[src/rtl/clock_reset_sequencer.sv]
// Lock supervisor and staggered reset-release sequencer for the board clock tree.
// Runs from the free-running reference clock; pulses the PLL reset, qualifies locks, then releases domains in order.
module clock_reset_sequencer #(
    parameter int N_LOCK        = 2,
    parameter int N_DOMAIN      = 3,
    parameter int RST_CYCLES    = 16,
    parameter int LOCK_TIMEOUT  = 50000,
    parameter int STABLE_CYCLES = 1024,
    parameter int STAGGER       = 8,
    parameter int MAX_RETRY     = 7,
    parameter int CW            = 16
) (
    input  logic                clk,
    input  logic                rst_n,
    input  logic                restart,
    input  logic [N_LOCK-1:0]   lock_in,
    output logic [N_LOCK-1:0]   lock_sync,
    output logic                pll_rst,
    output logic [N_DOMAIN-1:0] domain_rst,
    output logic                ready,
    output logic                fault,
    output logic [7:0]          retry_cnt
);

    typedef enum logic [2:0] {
        S_RESET_PLL = 3'd0,
        S_WAIT_LOCK = 3'd1,
        S_STABLE    = 3'd2,
        S_RELEASE   = 3'd3,
        S_RUN       = 3'd4,
        S_FAULT     = 3'd5
    } state_e;

    localparam logic [CW-1:0] RST_LAST     = CW'(RST_CYCLES - 1);
    localparam logic [CW-1:0] TIMEOUT_LAST = CW'(LOCK_TIMEOUT - 1);
    localparam logic [CW-1:0] STABLE_LAST  = CW'(STABLE_CYCLES - 1);
    localparam logic [CW-1:0] REL_LAST     = CW'((N_DOMAIN - 1) * STAGGER);
    localparam logic [7:0]    RETRY_LIMIT  = 8'(MAX_RETRY);

    state_e              state_q;
    logic [CW-1:0]       cnt_q;
    logic [N_LOCK-1:0]   sync1_q;
    logic [N_LOCK-1:0]   sync2_q;
    logic                pll_rst_q;
    logic [N_DOMAIN-1:0] dom_rst_q;
    logic                ready_q;
    logic                fault_q;
    logic [7:0]          retry_q;

    logic [CW-1:0]       cnt_inc_d;
    logic                lock_all_s;

    // Bit k stays in reset until the release counter has reached k*STAGGER.
    function automatic logic [N_DOMAIN-1:0] release_mask(input logic [CW-1:0] rel_cnt);
        logic [N_DOMAIN-1:0] mask;
        mask = {N_DOMAIN{1'b1}};
        for (int k = 0; k < N_DOMAIN; k++) begin
            if (CW'(k * STAGGER) <= rel_cnt) begin
                mask[k] = 1'b0;
            end else begin
                mask[k] = 1'b1;
            end
        end
        return mask;
    endfunction

    // Shared counter increment and lock qualification.
    always_comb begin
        cnt_inc_d  = cnt_q + {{(CW-1){1'b0}}, 1'b1};
        lock_all_s = &sync2_q;
    end

    // Two-flop synchroniser for the asynchronous lock indicators.
    always_ff @(posedge clk or negedge rst_n) begin
        if (!rst_n) begin
            sync1_q <= {N_LOCK{1'b0}};
            sync2_q <= {N_LOCK{1'b0}};
        end else begin
            sync1_q <= lock_in;
            sync2_q <= sync1_q;
        end
    end

    // Sequencer FSM; every output is a register updated alongside the state.
    always_ff @(posedge clk or negedge rst_n) begin
        if (!rst_n) begin
            state_q   <= S_RESET_PLL;
            cnt_q     <= {CW{1'b0}};
            pll_rst_q <= 1'b1;
            dom_rst_q <= {N_DOMAIN{1'b1}};
            ready_q   <= 1'b0;
            fault_q   <= 1'b0;
            retry_q   <= 8'd0;
        end else if (restart) begin
            state_q   <= S_RESET_PLL;
            cnt_q     <= {CW{1'b0}};
            pll_rst_q <= 1'b1;
            dom_rst_q <= {N_DOMAIN{1'b1}};
            ready_q   <= 1'b0;
            fault_q   <= 1'b0;
            retry_q   <= 8'd0;
        end else begin
            case (state_q)
                S_RESET_PLL: begin
                    pll_rst_q <= 1'b1;
                    dom_rst_q <= {N_DOMAIN{1'b1}};
                    ready_q   <= 1'b0;
                    if (cnt_q == RST_LAST) begin
                        cnt_q     <= {CW{1'b0}};
                        pll_rst_q <= 1'b0;
                        state_q   <= S_WAIT_LOCK;
                    end else begin
                        cnt_q <= cnt_inc_d;
                    end
                end
                S_WAIT_LOCK: begin
                    if (lock_all_s) begin
                        cnt_q   <= {CW{1'b0}};
                        state_q <= S_STABLE;
                    end else if (cnt_q == TIMEOUT_LAST) begin
                        cnt_q     <= {CW{1'b0}};
                        pll_rst_q <= 1'b1;
                        if (retry_q == RETRY_LIMIT) begin
                            fault_q <= 1'b1;
                            state_q <= S_FAULT;
                        end else begin
                            retry_q <= retry_q + 8'd1;
                            state_q <= S_RESET_PLL;
                        end
                    end else begin
                        cnt_q <= cnt_inc_d;
                    end
                end
                S_STABLE: begin
                    if (!lock_all_s) begin
                        cnt_q   <= {CW{1'b0}};
                        state_q <= S_WAIT_LOCK;
                    end else if (cnt_q == STABLE_LAST) begin
                        cnt_q     <= {CW{1'b0}};
                        dom_rst_q <= release_mask({CW{1'b0}});
                        // A single domain is fully released on the first release edge.
                        if (REL_LAST == {CW{1'b0}}) begin
                            ready_q <= 1'b1;
                            retry_q <= 8'd0;
                            state_q <= S_RUN;
                        end else begin
                            state_q <= S_RELEASE;
                        end
                    end else begin
                        cnt_q <= cnt_inc_d;
                    end
                end
                S_RELEASE: begin
                    if (!lock_all_s) begin
                        cnt_q     <= {CW{1'b0}};
                        pll_rst_q <= 1'b1;
                        dom_rst_q <= {N_DOMAIN{1'b1}};
                        ready_q   <= 1'b0;
                        state_q   <= S_RESET_PLL;
                    end else begin
                        cnt_q     <= cnt_inc_d;
                        dom_rst_q <= release_mask(cnt_inc_d);
                        if (cnt_inc_d == REL_LAST) begin
                            ready_q <= 1'b1;
                            retry_q <= 8'd0;
                            state_q <= S_RUN;
                        end else begin
                            ready_q <= 1'b0;
                        end
                    end
                end
                S_RUN: begin
                    if (!lock_all_s) begin
                        cnt_q     <= {CW{1'b0}};
                        pll_rst_q <= 1'b1;
                        dom_rst_q <= {N_DOMAIN{1'b1}};
                        ready_q   <= 1'b0;
                        state_q   <= S_RESET_PLL;
                    end else begin
                        dom_rst_q <= {N_DOMAIN{1'b0}};
                        ready_q   <= 1'b1;
                        retry_q   <= 8'd0;
                    end
                end
                S_FAULT: begin
                    pll_rst_q <= 1'b1;
                    dom_rst_q <= {N_DOMAIN{1'b1}};
                    ready_q   <= 1'b0;
                    fault_q   <= 1'b1;
                end
                default: begin
                    state_q   <= S_RESET_PLL;
                    cnt_q     <= {CW{1'b0}};
                    pll_rst_q <= 1'b1;
                    dom_rst_q <= {N_DOMAIN{1'b1}};
                    ready_q   <= 1'b0;
                end
            endcase
        end
    end

    assign lock_sync  = sync2_q;
    assign pll_rst    = pll_rst_q;
    assign domain_rst = dom_rst_q;
    assign ready      = ready_q;
    assign fault      = fault_q;
    assign retry_cnt  = retry_q;

endmodule

[config.mk]
export PLATFORM = sky130hd
export DESIGN_NAME = clock_reset_sequencer
export DESIGN_NICKNAME = d
export VERILOG_FILES = /design/src/rtl/clock_reset_sequencer.sv
export SDC_FILE = /design/constraint.sdc
export NUM_CORES = 1
export LEC_CHECK = 0
export ABC_AREA = 0
export BUFFER_PORTS_ARGS = -buffer_cell sky130_fd_sc_hd__buf_2
export CAP_MARGIN = 25
export CELL_PAD_IN_SITES_DETAIL_PLACEMENT = 0
export CELL_PAD_IN_SITES_GLOBAL_PLACEMENT = 1
export CORE_MARGIN = 2
export CORE_UTILIZATION = 45
export DETAILED_ROUTE_END_ITERATION = 12
export MAX_ROUTING_LAYER = met4
export PLACE_DENSITY = 0.87
export SYNTH_ARGS = -nofsm -noshare
export SYNTH_HDL_FRONTEND = slang
export SYNTH_SLANG_ARGS = --single-unit
export TNS_END_PERCENT = 20
[constraint.sdc]
create_clock -name clk -period 2.84 [get_ports clk]
set_input_delay 0.71 -clock clk [delete_from_list [all_inputs] [get_ports clk]]
set_output_delay 0.71 -clock clk [all_outputs]
set_load 0.005 [all_outputs]
==> results.json <==
{
  "syn-instance-count": 277,
  "hold_viol_final": 0,
  "floorplan.core_area_um2": 5170,
  "timing.reg2reg.setup_slack_ns": 0.15,
  "place.port_buffers": 20,
  "drt_pass_1_iters": 4,
  "fin_nets": 309,
  "die_area_um2": 6030,
  "drc_violation_count_after_routing": 0,
  "path_max_fanout": 17,
  "worst_pin_slew_ns": 0.849,
  "total_power_mw": 1.22,
  "final_slew_violations": 0,
  "maximum_number_of_pins_on_one_net_before_global_route_repair": 38,
  "fin_tns_setup_ns": 0,
  "via_count_of_the_first_global_routing_pass": 1942,
  "drive_above_1_share_pct": 24.4,
  "gr-max-usage-layer": "met2",
  "area_growth_pct": 15.2,
  "maxCapViolCount": 0,
  "timing.hold.worst.class": "reg -> reg",
  "vias": 2156,
  "crit_family": "simple AND/OR/NAND/NOR gates",
  "design_area_um2": 2810,
  "cts.root.buffer_cell": "sky130_fd_sc_hd__clkbuf_8",
  "worstPathCellList": "or4_1, or3_4, nor3_2, o22a_1, a21boi_4, and3_1, a221o_1",
  "r2r_start": "cnt_q[13]",
  "placed_area_um2": 2670,
  "placement_rows": 26,
  "fin_worst_hold_slack_ns": 0.353,
  "timing.fmax_mhz": 372,
  "critical-path-slowest-cell": "sky130_fd_sc_hd__or4_1",
  "grt_setup_unrepaired": "false",
  "global_route.usage.met3_pct": 3.84,
  "gp_congestion": 0.913,
  "cts_inserted_buffers": 5,
  "design.portCount": 21,
  "start_kind": "flop",
  "holdBufCountCts": 0,
  "yosys_warnings": 0,
  "insertedDiodeCount": 0,
  "min_to": "lock_sync[1]",
  "met2_usage_pct": 30.1,
  "hold_path_startpoint": "sync1_q[1]",
  "worstSkewPairLatency_ns": 0.29,
  "post-dp-hpwl_um": 4160,
  "final.fill_count": 467,
  "wl_per_cell_um": 15.8,
  "netlist_area_um2": 2440,
  "avgSynthCellArea_um2": 8.81,
  "reg2reg_to": "cnt_q[14]",
  "global_route.usage.met1_pct": 28.8,
  "grt_antenna_before_repair": 0,
  "chipWidth_um": 77.7,
  "rr_worst_depth": 7,
  "post_cts.repair.setup_buffers": 0,
  "grt_first_pass_wirelength_um": 9580,
  "total_leakage_power_nw": 1.15,
  "gr-usage-all-layers_pct": 20.5,
  "timing.critical_path.slowest_cell_delay_ns": 0.58,
  "mappedNetlistNets": 284,
  "hold-path-cell-count": 0,
  "ant_nets": 0,
  "cts_max_level": 2,
  "cp.required_ns": 3.02,
  "initial_core_util_pct": 47.2,
  "finish.cell_count_without_fillers": 373,
  "synth_cell_type_count": 52,
  "timing.clock.skew_ns": 0.00813,
  "grt-ovfl-total": 0,
  "share_of_synthesized_area_occupied_by_flip_flops_and_latches_pct": 38.1,
  "cts_resized": 0,
  "crit_buf_inv": 0,
  "die_height_um": 77.7,
  "max-vdd-ir-drop_mv": 0.293,
  "layout.area.seq_um2": 932,
  "multi_input_gate_area_um2": 1380,
  "avgViaCountPerCell": 5.78,
  "ys_dominant_reg_cell": "sky130_fd_sc_hd__dfrtp_1",
  "clkSlewWorstSetupHoldPaths_ns": 0.09,
  "criticalPathCategory": "reg -> reg",
  "synth_enable_flop_cells": 0,
  "post-place-cells": 365,
  "power.density_nw_per_um2": 432,
  "setup_viols_final": 0,
  "critPathCaptureType": "flop",
  "synth.ff_latch_count": 37,
  "period_share_pct": 94.7,
  "numClockSinks": 37,
  "detailedRoute.firstIterationViolations": 245,
  "tritoncts_clock_tree": "done",
  "slew_headroom_pct": 43.4,
  "ys_async_sr_fraction_pct": 100,
  "detail_route.wirelength_um": 5890,
  "finalCriticalPeriod_ns": 2.69,
  "critical_path_arrival_ns": 2.87,
  "outcome": "finished clean",
  "ctsLongestPathBuffers": 2
}
through the flow:
step | setup slack, ns | utilization, %
after floorplan | 0.299 | -
after global placement | 0.104 | 51.7
after detailed placement | 0.111 | 51.7
after CTS | 0.0914 | 53.9
after global routing | 0.00765 | 54.4
final | 0.151 | 54.4
power breakdown:
part | internal [mW] | total [mW] | switching [mW]
sequential | 0.556 | 0.594 | 0.0383
combinational | 0.0715 | 0.147 | 0.0750
clock | 0.263 | 0.475 | 0.212
total | 0.890 | 1.22 | 0.325
state kept, by name, summed over array words and instances (netlist names):
register,flops
sync1_q,2
domain_rst,3
ready,1
lock_sync,2
pll_rst,1
cnt_q,16
retry_cnt,8
fault,1
state_q,3
worst register-to-register path, delay by kind of cell (launching register included):
family,cells,cell delay [ns]
simple gates,4,1.47
compound gates,3,0.65
flops,1,0.47
cells by family after synthesis:
group	after synthesis	synth area share, %
xor+xnor	4	1.44
flops	37	38.1
compound gates	69	19.5
simple gates	117	26.2
mux	15	6.51
fa+ha+maj	3	1.44
buf+inv	32	6.77
cell usage in the layout, fill, tap and decap left out, types with 9 or more instances in the layout:
cell type,synthesis,final
sky130_fd_sc_hd__buf_2,3,20
sky130_fd_sc_hd__dfrtp_1,33,32
sky130_fd_sc_hd__nand3_1,14,14
sky130_fd_sc_hd__nand4_1,13,13
sky130_fd_sc_hd__nor2_1,20,20
sky130_fd_sc_hd__a21oi_1,29,29
sky130_fd_sc_hd__mux2i_1,11,11
sky130_fd_sc_hd__buf_4,1,23
sky130_fd_sc_hd__and3_1,9,9
sky130_fd_sc_hd__nor3_1,10,9
sky130_fd_sc_hd__nand2_1,20,20
routing by layer:
metal  up-vias  part of all wire, %
met3         7                  5.6
met5         -                    0
met2        65                   45
met4         0                  1.2
met1      1012                   48
li1       1072                    -
final cells by class:
class | count | area share (%)
clock buffers | 5 | 2.45
clock inverters | 3 | 1.65
repair buffers | 43 | 9.70
inverters | 7 | 0.935
multi-input cells | 208 | 49.0
well taps | 70 | 3.12
flip-flops and latches | 37 | 33.2
cells in the mapped netlist, drive strengths merged, types with 3 or more instances:
cell type / number / share of area, %
clkbuf: 13 / 2.0
mux2i: 11 / 4.5
a22o: 3 / 1.1
and3: 9 / 2.3
xnor2: 4 / 1.4
nand3: 14 / 2.9
and4: 4 / 1.5
nor3: 11 / 2.5
a31oi: 5 / 1.3
o21a: 6 / 1.8
inv: 7 / 1.1
o21ai: 7 / 1.4
dfstp: 4 / 4.3
a21oi: 29 / 5.9
nor4: 3 / 0.77
nor2: 20 / 3.1
or4: 6 / 1.8
mux2: 4 / 2.0
nand2: 20 / 3.1
and2: 3 / 0.77
a21o: 4 / 1.2
or3: 4 / 1.2
nand4: 13 / 3.3
dfrtp: 33 / 34
buf: 12 / 3.7
o211ai: 3 / 0.92
worst max path at each step:
stage	slack [ns]	end	startpoint	depth (start not counted)
2_1_floorplan	0.30	retry_cnt[1]	cnt_q[10]	8
3_3_place_gp	0.10	retry_cnt[1]	cnt_q[13]	7
3_5_place_dp	0.11	retry_cnt[1]	cnt_q[13]	7
4_1_cts	0.09	retry_cnt[1]	cnt_q[13]	7
5_1_grt	0.008	retry_cnt[1]	cnt_q[0]	8
6_report	0.15	cnt_q[14]	cnt_q[13]	7
Note: power is estimated with default switching activity, not from simulation.
